### config.mk
export PLATFORM = sky130hd
export DESIGN_NAME = fetch_unit
export DESIGN_NICKNAME = d
export VERILOG_FILES = /design/src/rtl/riscv_pkg.sv /design/src/rtl/fetch_queue.sv /design/src/rtl/fetch_unit.sv
export SDC_FILE = /design/constraint.sdc
export NUM_CORES = 1
export LEC_CHECK = 0
export CAP_MARGIN = 20
export CELL_PAD_IN_SITES_DETAIL_PLACEMENT = 0
export CELL_PAD_IN_SITES_GLOBAL_PLACEMENT = 1
export CORE_MARGIN = 2
export CORE_UTILIZATION = 35
export CTS_CLUSTER_DIAMETER = 120
export DETAILED_ROUTE_END_ITERATION = 10
export PLACE_DENSITY_LB_ADDON = 0.1
export SETUP_SLACK_MARGIN = 0.4
export SYNTH_ARGS = -nofsm -noshare
export SYNTH_HDL_FRONTEND = slang
export SYNTH_SLANG_ARGS = --single-unit
export TNS_END_PERCENT = 50
### constraint.sdc
create_clock -name clk -period 5.51 [get_ports clk]
set_input_delay 1.102 -clock clk [delete_from_list [all_inputs] [get_ports clk]]
set_output_delay 1.102 -clock clk [all_outputs]
set_load 0.005 [all_outputs]
### src/rtl/riscv_pkg.sv
// Shared fetch-path types and constants: widths, reset PC, NOP encoding,
// fetch FSM states, queue entry layout and the PC legality check.
package riscv_pkg;

  localparam int XLEN = 32;
  localparam int ILEN = 32;

  localparam logic [XLEN-1:0] RESET_PC_DEFAULT  = 32'h0000_0000;
  localparam logic [XLEN-1:0] IMEM_SIZE_DEFAULT = 32'h0000_0100;
  localparam logic [ILEN-1:0] NOP_INSTR         = 32'h0000_0013;

  typedef enum logic {
    FS_RUN,
    FS_ERR
  } fetch_state_e;

  typedef struct packed {
    logic [XLEN-1:0] pc;
    logic [ILEN-1:0] instr;
  } fetch_entry_t;

  // Word aligned and inside the instruction memory window.
  function automatic logic pc_legal(input logic [XLEN-1:0] pc,
                                    input logic [XLEN-1:0] size);
    return (pc[1:0] == 2'b00) && (pc < size);
  endfunction

endpackage

### src/rtl/fetch_queue.sv
// Small synchronous FIFO of {pc, instr} entries between fetch and decode.
// Flush wins over push/pop; push when full and pop when empty are ignored.
module fetch_queue
  import riscv_pkg::*;
#(
  parameter int DEPTH = 2,
  parameter int CW    = $clog2(DEPTH + 1)
) (
  input  logic          clk,
  input  logic          rst_n,
  input  logic          i_push,
  input  fetch_entry_t  i_data,
  input  logic          i_pop,
  input  logic          i_flush,
  output fetch_entry_t  o_head,
  output logic [CW-1:0] o_count,
  output logic          o_empty,
  output logic          o_full
);

  localparam int AW = (DEPTH > 1) ? $clog2(DEPTH) : 1;

  fetch_entry_t  r_mem [DEPTH];
  logic [AW-1:0] r_wr;
  logic [AW-1:0] r_rd;
  logic [CW-1:0] r_count;
  logic          w_push_ok;
  logic          w_pop_ok;

  function automatic logic [AW-1:0] ptr_inc(input logic [AW-1:0] p);
    return (p == AW'(DEPTH - 1)) ? '0 : p + 1'b1;
  endfunction

  assign o_empty   = (r_count == '0);
  assign o_full    = (r_count == CW'(DEPTH));
  assign o_count   = r_count;
  assign o_head    = r_mem[r_rd];
  assign w_push_ok = i_push && !o_full;
  assign w_pop_ok  = i_pop && !o_empty;

  always_ff @(posedge clk) begin
    if (w_push_ok && !i_flush) begin
      r_mem[r_wr] <= i_data;
    end
  end

  always_ff @(posedge clk) begin
    if (!rst_n || i_flush) begin
      r_wr    <= '0;
      r_rd    <= '0;
      r_count <= '0;
    end else begin
      if (w_push_ok) r_wr <= ptr_inc(r_wr);
      if (w_pop_ok)  r_rd <= ptr_inc(r_rd);
      case ({w_push_ok, w_pop_ok})
        2'b10:   r_count <= r_count + 1'b1;
        2'b01:   r_count <= r_count - 1'b1;
        default: r_count <= r_count;
      endcase
    end
  end

endmodule

### src/rtl/fetch_unit.sv
// Instruction fetch front end: credit-limited in-order requests, PC tag FIFO,
// redirect with drop counting of stale responses, sticky fetch fault.
//
// state  | meaning
// FS_RUN | issuing requests while the fetch PC is legal and credits remain
// FS_ERR | fetch PC was illegal; no requests until a legal redirect
module fetch_unit
  import riscv_pkg::*;
#(
  parameter logic [XLEN-1:0] RESET_PC  = RESET_PC_DEFAULT,
  parameter int              QDEPTH    = 2,
  parameter logic [XLEN-1:0] IMEM_SIZE = IMEM_SIZE_DEFAULT
) (
  input  logic            clk,
  input  logic            rst_n,
  output logic            imem_req_valid,
  output logic [XLEN-1:0] imem_req_addr,
  input  logic            imem_req_ready,
  input  logic            imem_rsp_valid,
  input  logic [ILEN-1:0] imem_rsp_data,
  input  logic            redirect_valid,
  input  logic [XLEN-1:0] redirect_pc,
  output logic            if_valid,
  output logic [XLEN-1:0] if_pc,
  output logic [ILEN-1:0] if_instr,
  input  logic            if_ready,
  output logic            fetch_err
);

  localparam int CW = $clog2(QDEPTH + 1);
  localparam int AW = (QDEPTH > 1) ? $clog2(QDEPTH) : 1;

  fetch_state_e    r_state;
  logic [XLEN-1:0] r_pc;
  logic [CW-1:0]   r_out;
  logic [CW-1:0]   r_drop;
  logic [XLEN-1:0] r_tag [QDEPTH];
  logic [AW-1:0]   r_tag_wr;
  logic [AW-1:0]   r_tag_rd;

  logic            w_pc_ok;
  logic            w_credit;
  logic            w_req_fire;
  logic            w_rsp;
  logic            w_dropping;
  logic            w_push;
  logic            w_pop;
  logic [CW-1:0]   w_out_next;
  logic [CW-1:0]   w_q_count;
  logic            w_q_empty;
  logic            w_q_full;
  fetch_entry_t    w_push_data;
  fetch_entry_t    w_head;

  function automatic logic [AW-1:0] tag_inc(input logic [AW-1:0] p);
    return (p == AW'(QDEPTH - 1)) ? '0 : p + 1'b1;
  endfunction

  // Queued plus in-flight entries may never exceed the queue depth, so a
  // returning response always has a slot and responses need no back-pressure.
  assign w_pc_ok  = pc_legal(r_pc, IMEM_SIZE);
  assign w_credit = !w_q_full &&
                    (({1'b0, w_q_count} + {1'b0, r_out}) < (CW + 1)'(QDEPTH));

  assign imem_req_valid = rst_n && (r_state == FS_RUN) && !redirect_valid &&
                          w_credit && w_pc_ok;
  assign imem_req_addr  = r_pc;

  assign w_req_fire = imem_req_valid && imem_req_ready;
  assign w_rsp      = imem_rsp_valid && (r_out != '0);
  assign w_dropping = w_rsp && (r_drop != '0);
  assign w_push     = w_rsp && !w_dropping && !redirect_valid;
  assign w_pop      = !w_q_empty && if_ready && !redirect_valid;
  assign w_out_next = r_out + CW'(w_req_fire) - CW'(w_rsp);

  assign w_push_data.pc    = r_tag[r_tag_rd];
  assign w_push_data.instr = imem_rsp_data;

  assign if_valid  = !w_q_empty;
  assign if_pc     = w_q_empty ? '0 : w_head.pc;
  assign if_instr  = w_q_empty ? '0 : w_head.instr;
  assign fetch_err = (r_state == FS_ERR);

  fetch_queue #(
    .DEPTH (QDEPTH)
  ) u_queue (
    .clk     (clk),
    .rst_n   (rst_n),
    .i_push  (w_push),
    .i_data  (w_push_data),
    .i_pop   (w_pop),
    .i_flush (redirect_valid),
    .o_head  (w_head),
    .o_count (w_q_count),
    .o_empty (w_q_empty),
    .o_full  (w_q_full)
  );

  always_ff @(posedge clk) begin
    if (w_req_fire) begin
      r_tag[r_tag_wr] <= r_pc;
    end
  end

  // Tags survive a redirect: stale responses still return and pop their tag.
  always_ff @(posedge clk) begin
    if (!rst_n) begin
      r_state  <= FS_RUN;
      r_pc     <= RESET_PC;
      r_out    <= '0;
      r_drop   <= '0;
      r_tag_wr <= '0;
      r_tag_rd <= '0;
    end else begin
      r_out <= w_out_next;
      if (w_req_fire) r_tag_wr <= tag_inc(r_tag_wr);
      if (w_rsp)      r_tag_rd <= tag_inc(r_tag_rd);
      if (redirect_valid) begin
        r_pc    <= redirect_pc;
        r_drop  <= w_out_next;
        r_state <= pc_legal(redirect_pc, IMEM_SIZE) ? FS_RUN : FS_ERR;
      end else begin
        if (w_req_fire) r_pc   <= r_pc + 32'd4;
        if (w_dropping) r_drop <= r_drop - 1'b1;
        if (r_state == FS_RUN && !w_pc_ok) r_state <= FS_ERR;
      end
    end
  end

endmodule
; Word-level counts from Yosys, hierarchy flattened
; Memory sizes are Yosys's and may differ from the RTL's. A register that Yosys moved wholly into a read port is not among the register bits.
; Index checks and enable logic that the tools add are counted.
[totals]
reg_bits = 43
ram_bits = 192
output_inout_bits = 99
elab_cells = 85
mem_count = 2
[mem_list]
columns = name, words, width, read_ports, rd_clocked_by_memory_dff, write_ports, line
row1 = u_queue.r_mem, 2, 64, 1, 1, 1, fetch_queue.sv:23  ; fetch_entry_t r_mem [DEPTH];
row2 = r_tag, 2, 32, 1, 1, 1, fetch_unit.sv:37  ; logic [XLEN-1:0] r_tag [QDEPTH];
[classes]
n_addsub = 11
order_cmp = 3
n_eq_ne = 3
mux = 22
bitwise = 1
reduce_logical = 34
[ops]
columns = cell, count
row1 = 2-to-1 mux 32 bit, 4
row2 = < comparator 32 x 9 -> 1 bit (second input constant), 2
row3 = adder 32 x 3 -> 32 bit (second input constant), 1
row4 = logical AND 1 bit, 18
row5 = 2-to-1 mux 1 bit, 15
row6 = nonzero test 2 bit, 6
row7 = zero test 1 bit, 6
row8 = zero test 2 bit, 3
row9 = adder 1 bit (second input constant), 4
row10 = == test 2 bit (second input constant), 2
row11 = 2-to-1 mux 2 bit, 2
row12 = case mux 2 bit (2 select lines), 1
row13 = subtractor 2 x 1 -> 2 bit (second input constant), 2
row14 = adder 2 x 2 -> 3 bit, 1
row15 = < comparator 3 x 2 -> 1 bit (second input constant), 1
row16 = adder 2 x 1 -> 2 bit, 1
row17 = adder 2 x 1 -> 2 bit (second input constant), 1
row18 = == test 2 x 1 -> 1 bit (second input constant), 1
row19 = subtractor 2 x 1 -> 2 bit, 1
row20 = logical OR 1 bit, 1
row21 = NOT 1 bit, 1

; Logic depth before layout (Yosys ltp)
; Gate-level depths: netlist (run 1).
[depth]
ltp_word = 10
ltp_mapped = 13
mapped_depth_nobuf = 12

; Cells and area by module
; From an unflattened synthesis (run 1), not the netlist that was laid out.
[unflattened]
cells_unflattened = 572
hier_area_um2 = 9301.4
[modules_own_cells]
columns = module, n_inst, cells_per_inst, area_per_inst_um2, seq_area_each_um2
row1 = fetch_queue, 1, 225, 4828.4, 3943.8
row2 = fetch_unit, 1, 347, 4473.0, 2722.6

; Worst setup path after synthesis (run 1)
; Ideal clock, no wire load.
[synth_path]
path_type = input-to-reg
startpoint = input port redirect_valid
endpoint = memory u_queue.r_mem[0][0] (netlist name) (enable)
setup_time_ps = 486
t_arrival_ps = 4564
required_time_ps = 5024
slack_ps = 460
stages = 4
cell_sequence = clkbuf_1 -> nor4b_1 -> inv_1 -> nor2_1
[synth_between]
elab_chain_len = 6
[synth_lines]
columns = item, line
row1 = "start, declared", fetch_unit.sv:21  ; input logic redirect_valid,
row2 = zero test 1 bit *, "fetch_queue.sv:42, fetch_unit.sv:72"
row3 = logical AND 1 bit, fetch_unit.sv:72  ; assign w_push = w_rsp && !w_dropping && !redirect_valid;
row4 = logical AND 1 bit, fetch_queue.sv:38  ; assign w_push_ok = i_push && !o_full;
row5 = logical AND 1 bit *, fetch_queue.sv:42  ; if (w_push_ok && !i_flush) begin
row6 = 2-to-1 mux 1 bit *, fetch_queue.sv:42
row7 = 2-to-1 mux 1 bit (not written as such) *, fetch_queue.sv:43  ; r_mem[r_wr] <= i_data;
row8 = "end, declared", fetch_queue.sv:23
; Mark *: on every way between the ends. The rest lies on a longest branch, timed or not.

; Final worst setup path (run 1)
[layout_path]
startpoint = input port rst_n
endpoint = output port imem_req_valid
[layout_between]
elab_chain_len = 4
[layout_lines]
columns = item, line
row1 = "start, declared", fetch_unit.sv:15  ; input logic rst_n,
row2 = logical AND 1 bit (3 in series), fetch_unit.sv:65  ; assign imem_req_valid = rst_n && (r_state == FS_RUN) && !redirect_valid &&
row3 = logical AND 1 bit, fetch_unit.sv:66  ; w_credit && w_pc_ok;
row4 = "end, declared", fetch_unit.sv:16  ; output logic imem_req_valid,
; Every way passes these cells.

==> summary.md, run 1 <==
| Metric | Value |
|---|---|
| Max-slew violation count | `0` |
| Cts hold-fix bufs | `0` |
| Worst Setup Start Kind | `primary input` |
| Post-synth EDFFs | `192` |
| I/O pins | `169` |
| Compound-Gate Fraction of Synth Area | `1.51%` |
| Post-synth top cells | `192 x edfxtp_1, 103 x nor2_1, 91 x mux2i_1` |
| Layout cells sized above 1 | `12.0%` |
| Total gr overflow | `0` |
| Cell area after layout | `0.0121 mm²` |
| Final WL | `20300 µm` |
| Sequential share of power | `50.0%` |
| Post-cts sizing count | `0` |
| Overall Power | `4.07 mW` |
| Cell taking the most area after synthesis | `edfxtp_1` |
| Skew final | `0.00809 ns` |
| Status | `completed` |
| Switching pwr | `0.827 mW` |
| Largest family of logic cells by synthesized area | `multiplexers` |
| TNS Setup | `0 ns` |
| Comb power frac | `7.0%` |
| Slew HR | `35.8%` |
| Via count | `5242` |
| Routed wire per std cell | `18.2 µm` |
| Initial DRC Count | `283` |
| Main flop type after synthesis | `edfxtp_1` |
| Worst EP required | `4.41 ns` |
| Clk buf depth | `3` |
| Slew of the pin with the lowest slew margin | `0.961 ns` |
| Tot GR Track Use | `14.8%` |
| Net Count, Synth | `663` |
| Crit. End Element | `output pin` |
| Port bufs | `168` |
| Post-Syn Area | `0.00909 mm²` |
| Min Clock Period, post-route | `4.19 ns` |
| Die H | `165 µm` |
| Area after DPL | `0.0112 mm²` |
| Core area | `0.0253 mm²` |
| Global-route wire length before repair | `30700 µm` |
| DRC | `0` |
| Drt pass-1 iters | `6` |
| VDD IR max | `193 µV` |
| Switching share of power | `20.3%` |
| Fin nets | `839` |
| Die ar. | `0.0273 mm²` |
| Clock tree from TritonCTS | `built` |
| Setup bufs post-CTS | `0` |
| Seq/Total Area, Yosys | `73.3%` |
| Post-synthesis async set-or-reset flop share | `0%` |
| GP Congestion | `0.791` |
| Clock transition at path regs | `0.05 ns` |
| Final core occ | `47.7%` |
| Final setup violation count | `0` |
| Netlist cell types | `42` |
| Die width | `165 µm` |
| Worst min path class | `flip-flop to flip-flop` |
| Syn Inst Count | `587` |
| Fmax | `238 MHz` |
| CTS H-tree depth | `1` |
| XOR/XNOR Fraction of Synth Area | `0.867%` |
| Clk pwr share | `43.0%` |
| Internal power | `3.24 mW` |
| YS warnings | `0` |
| Flops & latches, synth | `237` |
| Critical path fanouts, max | `10` |
| Mux cell area share after synthesis | `14.0%` |
| Count leader, synth | `edfxtp_1` |
| Clk sinks | `237` |
| Clk_lat worst skew | `0.51 ns` |
| Synth-to-Final Area Change | `32.8%` |
| Root Driver | `clkbuf_16` |
| Mean post-synth cell area | `15.5 µm²` |
| Leak | `3.95 nW` |
| Max-cap viol count | `0` |
| Pwr dens | `337 mW/mm²` |
| Synth top area share | `63.4%` |
| CP Data Arrival Time | `3.09 ns` |
| Final hold violations | `0` |
| Period utilization | `76.1%` |
| Initial antenna violation count | `3` |
| DR vias/cell | `4.71` |
| DRT antenna net count | `0` |
| Synthesized-area fraction occupied by adder cells | `0.908%` |
| Initial Utilization | `35.9%` |
| Post-DP HPWL | `13400 µm` |
| Row count | `58` |
| Post-Synth Simple-Gate Area | `7.79%` |
| Largest net degree at the start of global routing | `65` |
| RSZ-0062 raised after global routing | `no` |
| Hold slack | `0.511 ns` |
| CP Class | `primary input to output pin` |
| Vias in the first global route | `5501` |
| Area contributors post-synth | `edfxtp_1 63%, mux2i_1 10%, dfxtp_1 9.9%` |
| CTS buffer count | `25` |
flip-flops by register name, summed over array words and instances, names as in the netlist, 2 cells and up, named ones only:
register,count
r_out,2
u_queue.o_count,2
r_tag,64
imem_req_addr,32
r_drop,2
u_queue.r_mem,128
metrics by stage:
step	std cells	setup WS, ns
after floorplan	587	0.460
after detailed placement	1064	1.17
after global placement	1064	1.27
after global routing	1112	1.23
final	1114	1.32
after CTS	1109	1.30
final timing paths:
kind	from	to	slack [ns]	depth (start not counted)
setup / recovery	rst_n	imem_req_valid	1.32	5
hold / removal	u_queue.r_rd	u_queue.r_rd	0.51	2
setup reg to reg	u_queue.o_count[0]	r_tag[0][26]	2.05	6
hold reg to reg	u_queue.r_rd	u_queue.r_rd	0.51	2
kinds of logic after synthesis:
family,after synthesis
DFF,237
and+or+nand+nor,155
muxes,123
buffers and inverters,38
AOI/OAI and AO/OA,19
xor gates and xnor gates,9
adders and majority gates,6
power groups by stage:
stage          sequential [mW]  clock, mW  combinational (mW)
2_1_floorplan             2.06          0               0.146
6_report                  2.03       1.75               0.285
3_5_place_dp              2.07          0               0.285
4_1_cts                   2.03       1.79               0.287
5_1_grt                   2.04       1.87               0.312
3_3_place_gp              2.07          0               0.279
worst max-delay path, stage by stage:
cell and delay (ns):
clkdlybuf4s50_1 0.71, nand2b_2 0.17, or4_4 0.48, nor2_1 0.12
clkdlybuf4s50_1 0.52
final cells by class:
type | count | area, µm²
clock buffers | 30 | 664
diodes | 3 | 7.51
repair buffers | 176 | 1770
flip-flops and latches | 237 | 6670
well taps | 330 | 413
multi-input cells | 312 | 2300
clock inverters | 15 | 204
inverters | 11 | 41.3
fillers | 2232 | 13300
layer usage:
layer / track usage (%) / vias up / share of wire [%]
met3: 3.27 / 23 / 6.7
met4: 4.11 / 0 / 1.7
met2: 25.1 / 160 / 48
met1: 19.1 / 2527 / 44
li1: - / 2532 / -
met5: 0 / - / 0
placed cells by master, fill, tap and decap left out, drive strengths merged, types with 6 or more instances in the layout:
cell,n
clkdlybuf4s50,167
buf,9
edfxtp,192
mux2i,91
clkbuf,30
dfxtp,45
nor4,13
xnor2,6
nor2,103
mux2,32
nand2,7
clkinv,8
nand3,6
inv,11
(Power assumes the default switching activity.)
==> inputs of run 2 (changes only) <==
Clock period 5.51 ns to 3.9 ns, I/O delays scaled along.
==> run 2 against run 1 <==
Clock skew barely moved. Critical path depth down 1. Clock power is 45% higher. Hold slack better by 0.00053 ns. Sequential power is 41% higher. Largest power group unchanged. Highest routed layer unchanged.
==> summary.md, run 2 (same netlist as run 1, synthesis figures left out) <==
| Metric | Value |
|---|---|
| Status | `completed` |
| CP Data Arrival Time | `2.44 ns` |
| DRC | `0` |
| Final WL | `20500 µm` |
| Max-slew violation count | `0` |
| I/O pins | `169` |
| Comb power frac | `7.0%` |
| TNS Setup | `0 ns` |
| Initial antenna violation count | `0` |
| Die H | `165 µm` |
| Final setup violation count | `0` |
| Via count | `5289` |
| Post-DP HPWL | `13700 µm` |
| DR vias/cell | `4.72` |
| Initial DRC Count | `267` |
| Commonest cells after routing, fill and taps aside | `192 x edfxtp_1, 166 x clkdlybuf4s50_1, 100 x nor2_1` |
| Most flops, register | `u_queue.r_mem` |
| CTS buffer count | `26` |
| Leak | `4.03 nW` |
| Switching share of power | `20.3%` |
| Core area | `0.0253 mm²` |
| Fin nets | `846` |
| Vias in the first global route | `5525` |
| Routed wire per std cell | `18.3 µm` |
| N_diodes | `0` |
| Synth-to-Final Area Change | `34.0%` |
| Die ar. | `0.0273 mm²` |
| Final hold violations | `0` |
| Critical path fanouts, max | `37` |
| Max-cap viol count | `0` |
| Largest net degree at the start of global routing | `55` |
| Clk pwr share | `43.6%` |
| Placed Cells | `1072` |
| Fmax | `310 MHz` |
| CP Class | `flip-flop to output pin` |
| Worst min path class | `flip-flop to flip-flop` |
| Crit. End Element | `output pin` |
| Slew of the pin with the lowest slew margin | `0.891 ns` |
| Min Clock Period, post-route | `3.22 ns` |
| Fill count | `2185` |
| Clk buf depth | `3` |
| Drt pass-1 iters | `4` |
| Worst EP required | `3.12 ns` |
| Final Non-Filler Cells | `1120` |
| Clock transition at path regs | `0.06 ns` |
| Port bufs | `168` |
| Commonest non-fill, non-tap cell in the layout | `edfxtp_1` |
| Clk_lat worst skew | `0.51 ns` |
| Layout cells sized above 1 | `12.9%` |
| DRT antenna net count | `0` |
| Sequential share of power | `49.4%` |
| RSZ-0062 raised after global routing | `no` |
| Clk sinks | `237` |
| Total gr overflow | `0` |
| Overall Power | `5.81 mW` |
| Largest register FFs | `128` |
| VDD IR max | `221 µV` |
| Internal power | `4.63 mW` |
| GP Congestion | `0.781` |
| CTS H-tree depth | `1` |
| Hold slack | `0.512 ns` |
| Global-route wire length before repair | `31200 µm` |
| Switching pwr | `1.18 mW` |
| Period utilization | `82.6%` |
| Die width | `165 µm` |
| Initial Utilization | `35.9%` |
| Clock tree from TritonCTS | `built` |
| Skew final | `0.00846 ns` |
| Worst Setup Start Kind | `flip-flop` |
| Row count | `58` |
| Tot GR Track Use | `15.0%` |
| Root Driver | `clkbuf_16` |
| Slew HR | `40.0%` |
| Pwr dens | `477 mW/mm²` |
| Setup bufs post-CTS | `0` |
run 2: worst max-delay path, cell delays in order, from the launching register on:
cell and delay, ns:
dfxtp_4 0.83, buf_12 0.31, mux2i_1 0.23, nor2_1 0.06, clkdlybuf4s50_1 0.46
run 2: power groups by stage:
stage | Combinational, mW | Clock (mW) | Sequential [mW]
floorplan | 0.206 | 0 | 2.90
global placement | 0.407 | 0 | 2.92
detailed placement | 0.413 | 0 | 2.92
CTS | 0.416 | 2.61 | 2.87
global route | 0.446 | 2.71 | 2.88
finish | 0.408 | 2.53 | 2.87
run 2: worst paths after layout:
check,start,end,slack [ns],depth (start not counted)
setup reg to reg,u_queue.o_count[0],r_drop[1],0.82,12
hold reg to reg,u_queue.r_rd,flip-flop,0.51,2
hold / removal,u_queue.r_rd,flip-flop,0.51,2
setup / recovery,flip-flop,if_instr[24],0.68,4
run 2: final cells by class:
type	count	area, µm²	share of cell area [%]
sequential	237	6670	54.8
multi-input combinational	312	2300	18.9
timing repair buffer	182	1830	15.0
clock buffer	35	778	6.39
tap	330	413	3.39
clock inverter	13	145	1.19
inverter	11	41.3	0.339
run 2: layer usage:
metal,track usage (%),routed length [µm]
met1,20.0,9290
met2,25.4,9820
met3,2.85,1140
met4,3.20,274
met5,0,0
run 2: through the flow:
| step | worst slack (ns) | utilization (%) | cell area, µm² |
|---|---|---|---|
| 2_1_floorplan | 0.440 | - | 9100 |
| 3_3_place_gp | 0.556 | 44.5 | 11300 |
| 3_5_place_dp | 0.463 | 44.5 | 11300 |
| 4_1_cts | 0.599 | 48.1 | 12200 |
| 5_1_grt | 0.477 | 48.1 | 12200 |
| 6_report | 0.678 | 48.1 | 12200 |
run 2: what timing repair did:
action	in CTS	in global routing
hold buffers	0	0
endpoints found under the setup margin	1	0
resized for setup	3	0
==> inputs of run 3 (changes only) <==
Clock period 3.9 ns to 3.2 ns, I/O delays scaled along.
==> run 3 against run 2 <==
Hold slack improved by 0.00093 ns. Total power up 16%. Clock skew is 0.00054 ns higher. Final cell count grew 2.9%. Highest routed layer unchanged.
==> summary.md, run 3 (same netlist as run 1, synthesis figures left out) <==
| Metric | Value |
|---|---|
| Root Driver | `clkbuf_16` |
| Period utilization | `89.2%` |
| Slack of the worst reg-to-reg path | `0.37 ns` |
| Clock tree from TritonCTS | `built` |
| Core area | `0.0253 mm²` |
| Leak | `4.12 nW` |
| Clock transition at path regs | `0.06 ns` |
| Initial DRC Count | `247` |
| Via count | `5429` |
| Clk_lat worst skew | `0.51 ns` |
| Status | `completed` |
| Skew final | `0.00900 ns` |
| Slew of the pin with the lowest slew margin | `0.733 ns` |
| RSZ-0062 raised after global routing | `yes` |
| Die width | `165 µm` |
| Max-slew violation count | `0` |
| Routed wire per std cell | `17.9 µm` |
| DRT antenna net count | `0` |
| Max-cap viol count | `0` |
| N_diodes | `0` |
| Commonest non-fill, non-tap cell in the layout | `edfxtp_1` |
| Layout cells sized above 1 | `16.9%` |
| VDD IR max | `352 µV` |
| Worst R2R Start | `u_queue.o_count[0]` |
| Worst Setup Start Kind | `flip-flop` |
| Tot GR Track Use | `14.9%` |
| Pwr dens | `544 mW/mm²` |
| Synth-to-Final Area Change | `36.3%` |
| Slew HR | `50.7%` |
| Worst setup path end | `imem_req_valid` |
| CTS buffer count | `26` |
| TNS Setup | `0 ns` |
| Final core occ | `48.9%` |
| I/O pins | `169` |
| Die H | `165 µm` |
| Crit. End Element | `output pin` |
| Total gr overflow | `0` |
| Worst reg2reg path depth | `13` |
| Largest net degree at the start of global routing | `44` |
| R2R Path End | `r_drop[1]` |
| Fmax | `350 MHz` |
| Initial antenna violation count | `0` |
| DR vias/cell | `4.71` |
| DRC | `0` |
| CTS H-tree depth | `1` |
| Hold wc startpoint | `r_tag_rd` |
| Worst EP required | `2.56 ns` |
| Row count | `58` |
| Post-DP HPWL | `13800 µm` |
| GP Congestion | `0.757` |
| Clk buf depth | `3` |
| Final WL | `20700 µm` |
| Port bufs | `168` |
| Final setup violation count | `0` |
| Die ar. | `0.0273 mm²` |
| Initial Utilization | `35.9%` |
| Crit path launch | `u_queue.o_count[0]` |
| Clk sinks | `237` |
| Largest register FFs | `128` |
| Vias in the first global route | `5457` |
| CP Data Arrival Time | `2.21 ns` |
| Fin nets | `878` |
| Drt pass-1 iters | `4` |
| Commonest cells after routing, fill and taps aside | `192 x edfxtp_1, 166 x clkdlybuf4s50_1, 99 x nor2_1` |
| Global-route wire length before repair | `31000 µm` |
| Final hold violations | `0` |
| Worst min path class | `flip-flop to flip-flop` |
| CP Class | `flip-flop to output pin` |
| Min Clock Period, post-route | `2.85 ns` |
| Most flops, register | `u_queue.r_mem` |
| Critical path fanouts, max | `4` |
## run 3: layout make-up
type,instances,area [µm²]
clock inverters,11,51.3
clock buffers,37,733
fillers,2158,12900
well taps,330,413
repair buffers,214,2110
inverters,11,41.3
multi-input cells,312,2370
flip-flops and latches,237,6680
## run 3: worst min path at each step
stage | endpoint | slack, ns | cells after the start
finish | flip-flop | 0.51 | 2
global route | r_tag[0][25] | 0.53 | 0
CTS | flip-flop | 0.50 | 2
detailed placement | flip-flop | 0.50 | 2
global placement | flip-flop | 0.48 | 2
floorplan | flip-flop | 0.47 | 2
## run 3: routing by layer
layer / track usage [%] / vias to the layer above / wire length (µm)
met3: 2.50 / 21 / 1340
met4: 3.44 / 0 / 253
met1: 20.8 / 2639 / 9190
met2: 24.6 / 164 / 9870
li1: - / 2605 / -
met5: 0 / - / 0
## run 3: timing repair
| item | 4_1_cts | 5_1_grt |
|---|---|---|
| buffers inserted | 2 | 14 |
| pin swaps | 2 | 3 |
| setup endpoints to repair | 47 | 88 |
| hold buffers | 0 | 0 |
| gates resized for setup | 6 | 17 |
| endpoints found under the hold margin | 0 | 0 |
## run 3: power breakdown
group	internal [mW]	switching [mW]	total, mW	leakage, nW
Sequential	3.43	0.0589	3.49	2.10
Combinational	0.301	0.249	0.550	1.63
Clock	1.59	1.12	2.71	0.386
Total	5.32	1.43	6.74	4.12
## run 3: per-stage QoR
step	std cells	total power [mW]	worst slack [ns]	hold WS (ns)	instance area, µm²
global route	1152	7.01	0.235	0.526	12400
global placement	1088	4.07	0.185	0.484	11400
floorplan	587	3.79	0.146	0.472	9120
detailed placement	1088	4.08	0.145	0.496	11400
finish	1152	6.74	0.346	0.512	12400
CTS	1138	6.81	0.296	0.501	12200
## run 3: critical path, stage by stage, from the launching register on
cell and delay (ns):
dfxtp_4 0.37, and2_4 0.14, fa_2 0.42, or4_4 0.45, buf_6 0.14, nor2_4 0.06, clkbuf_2 0.11
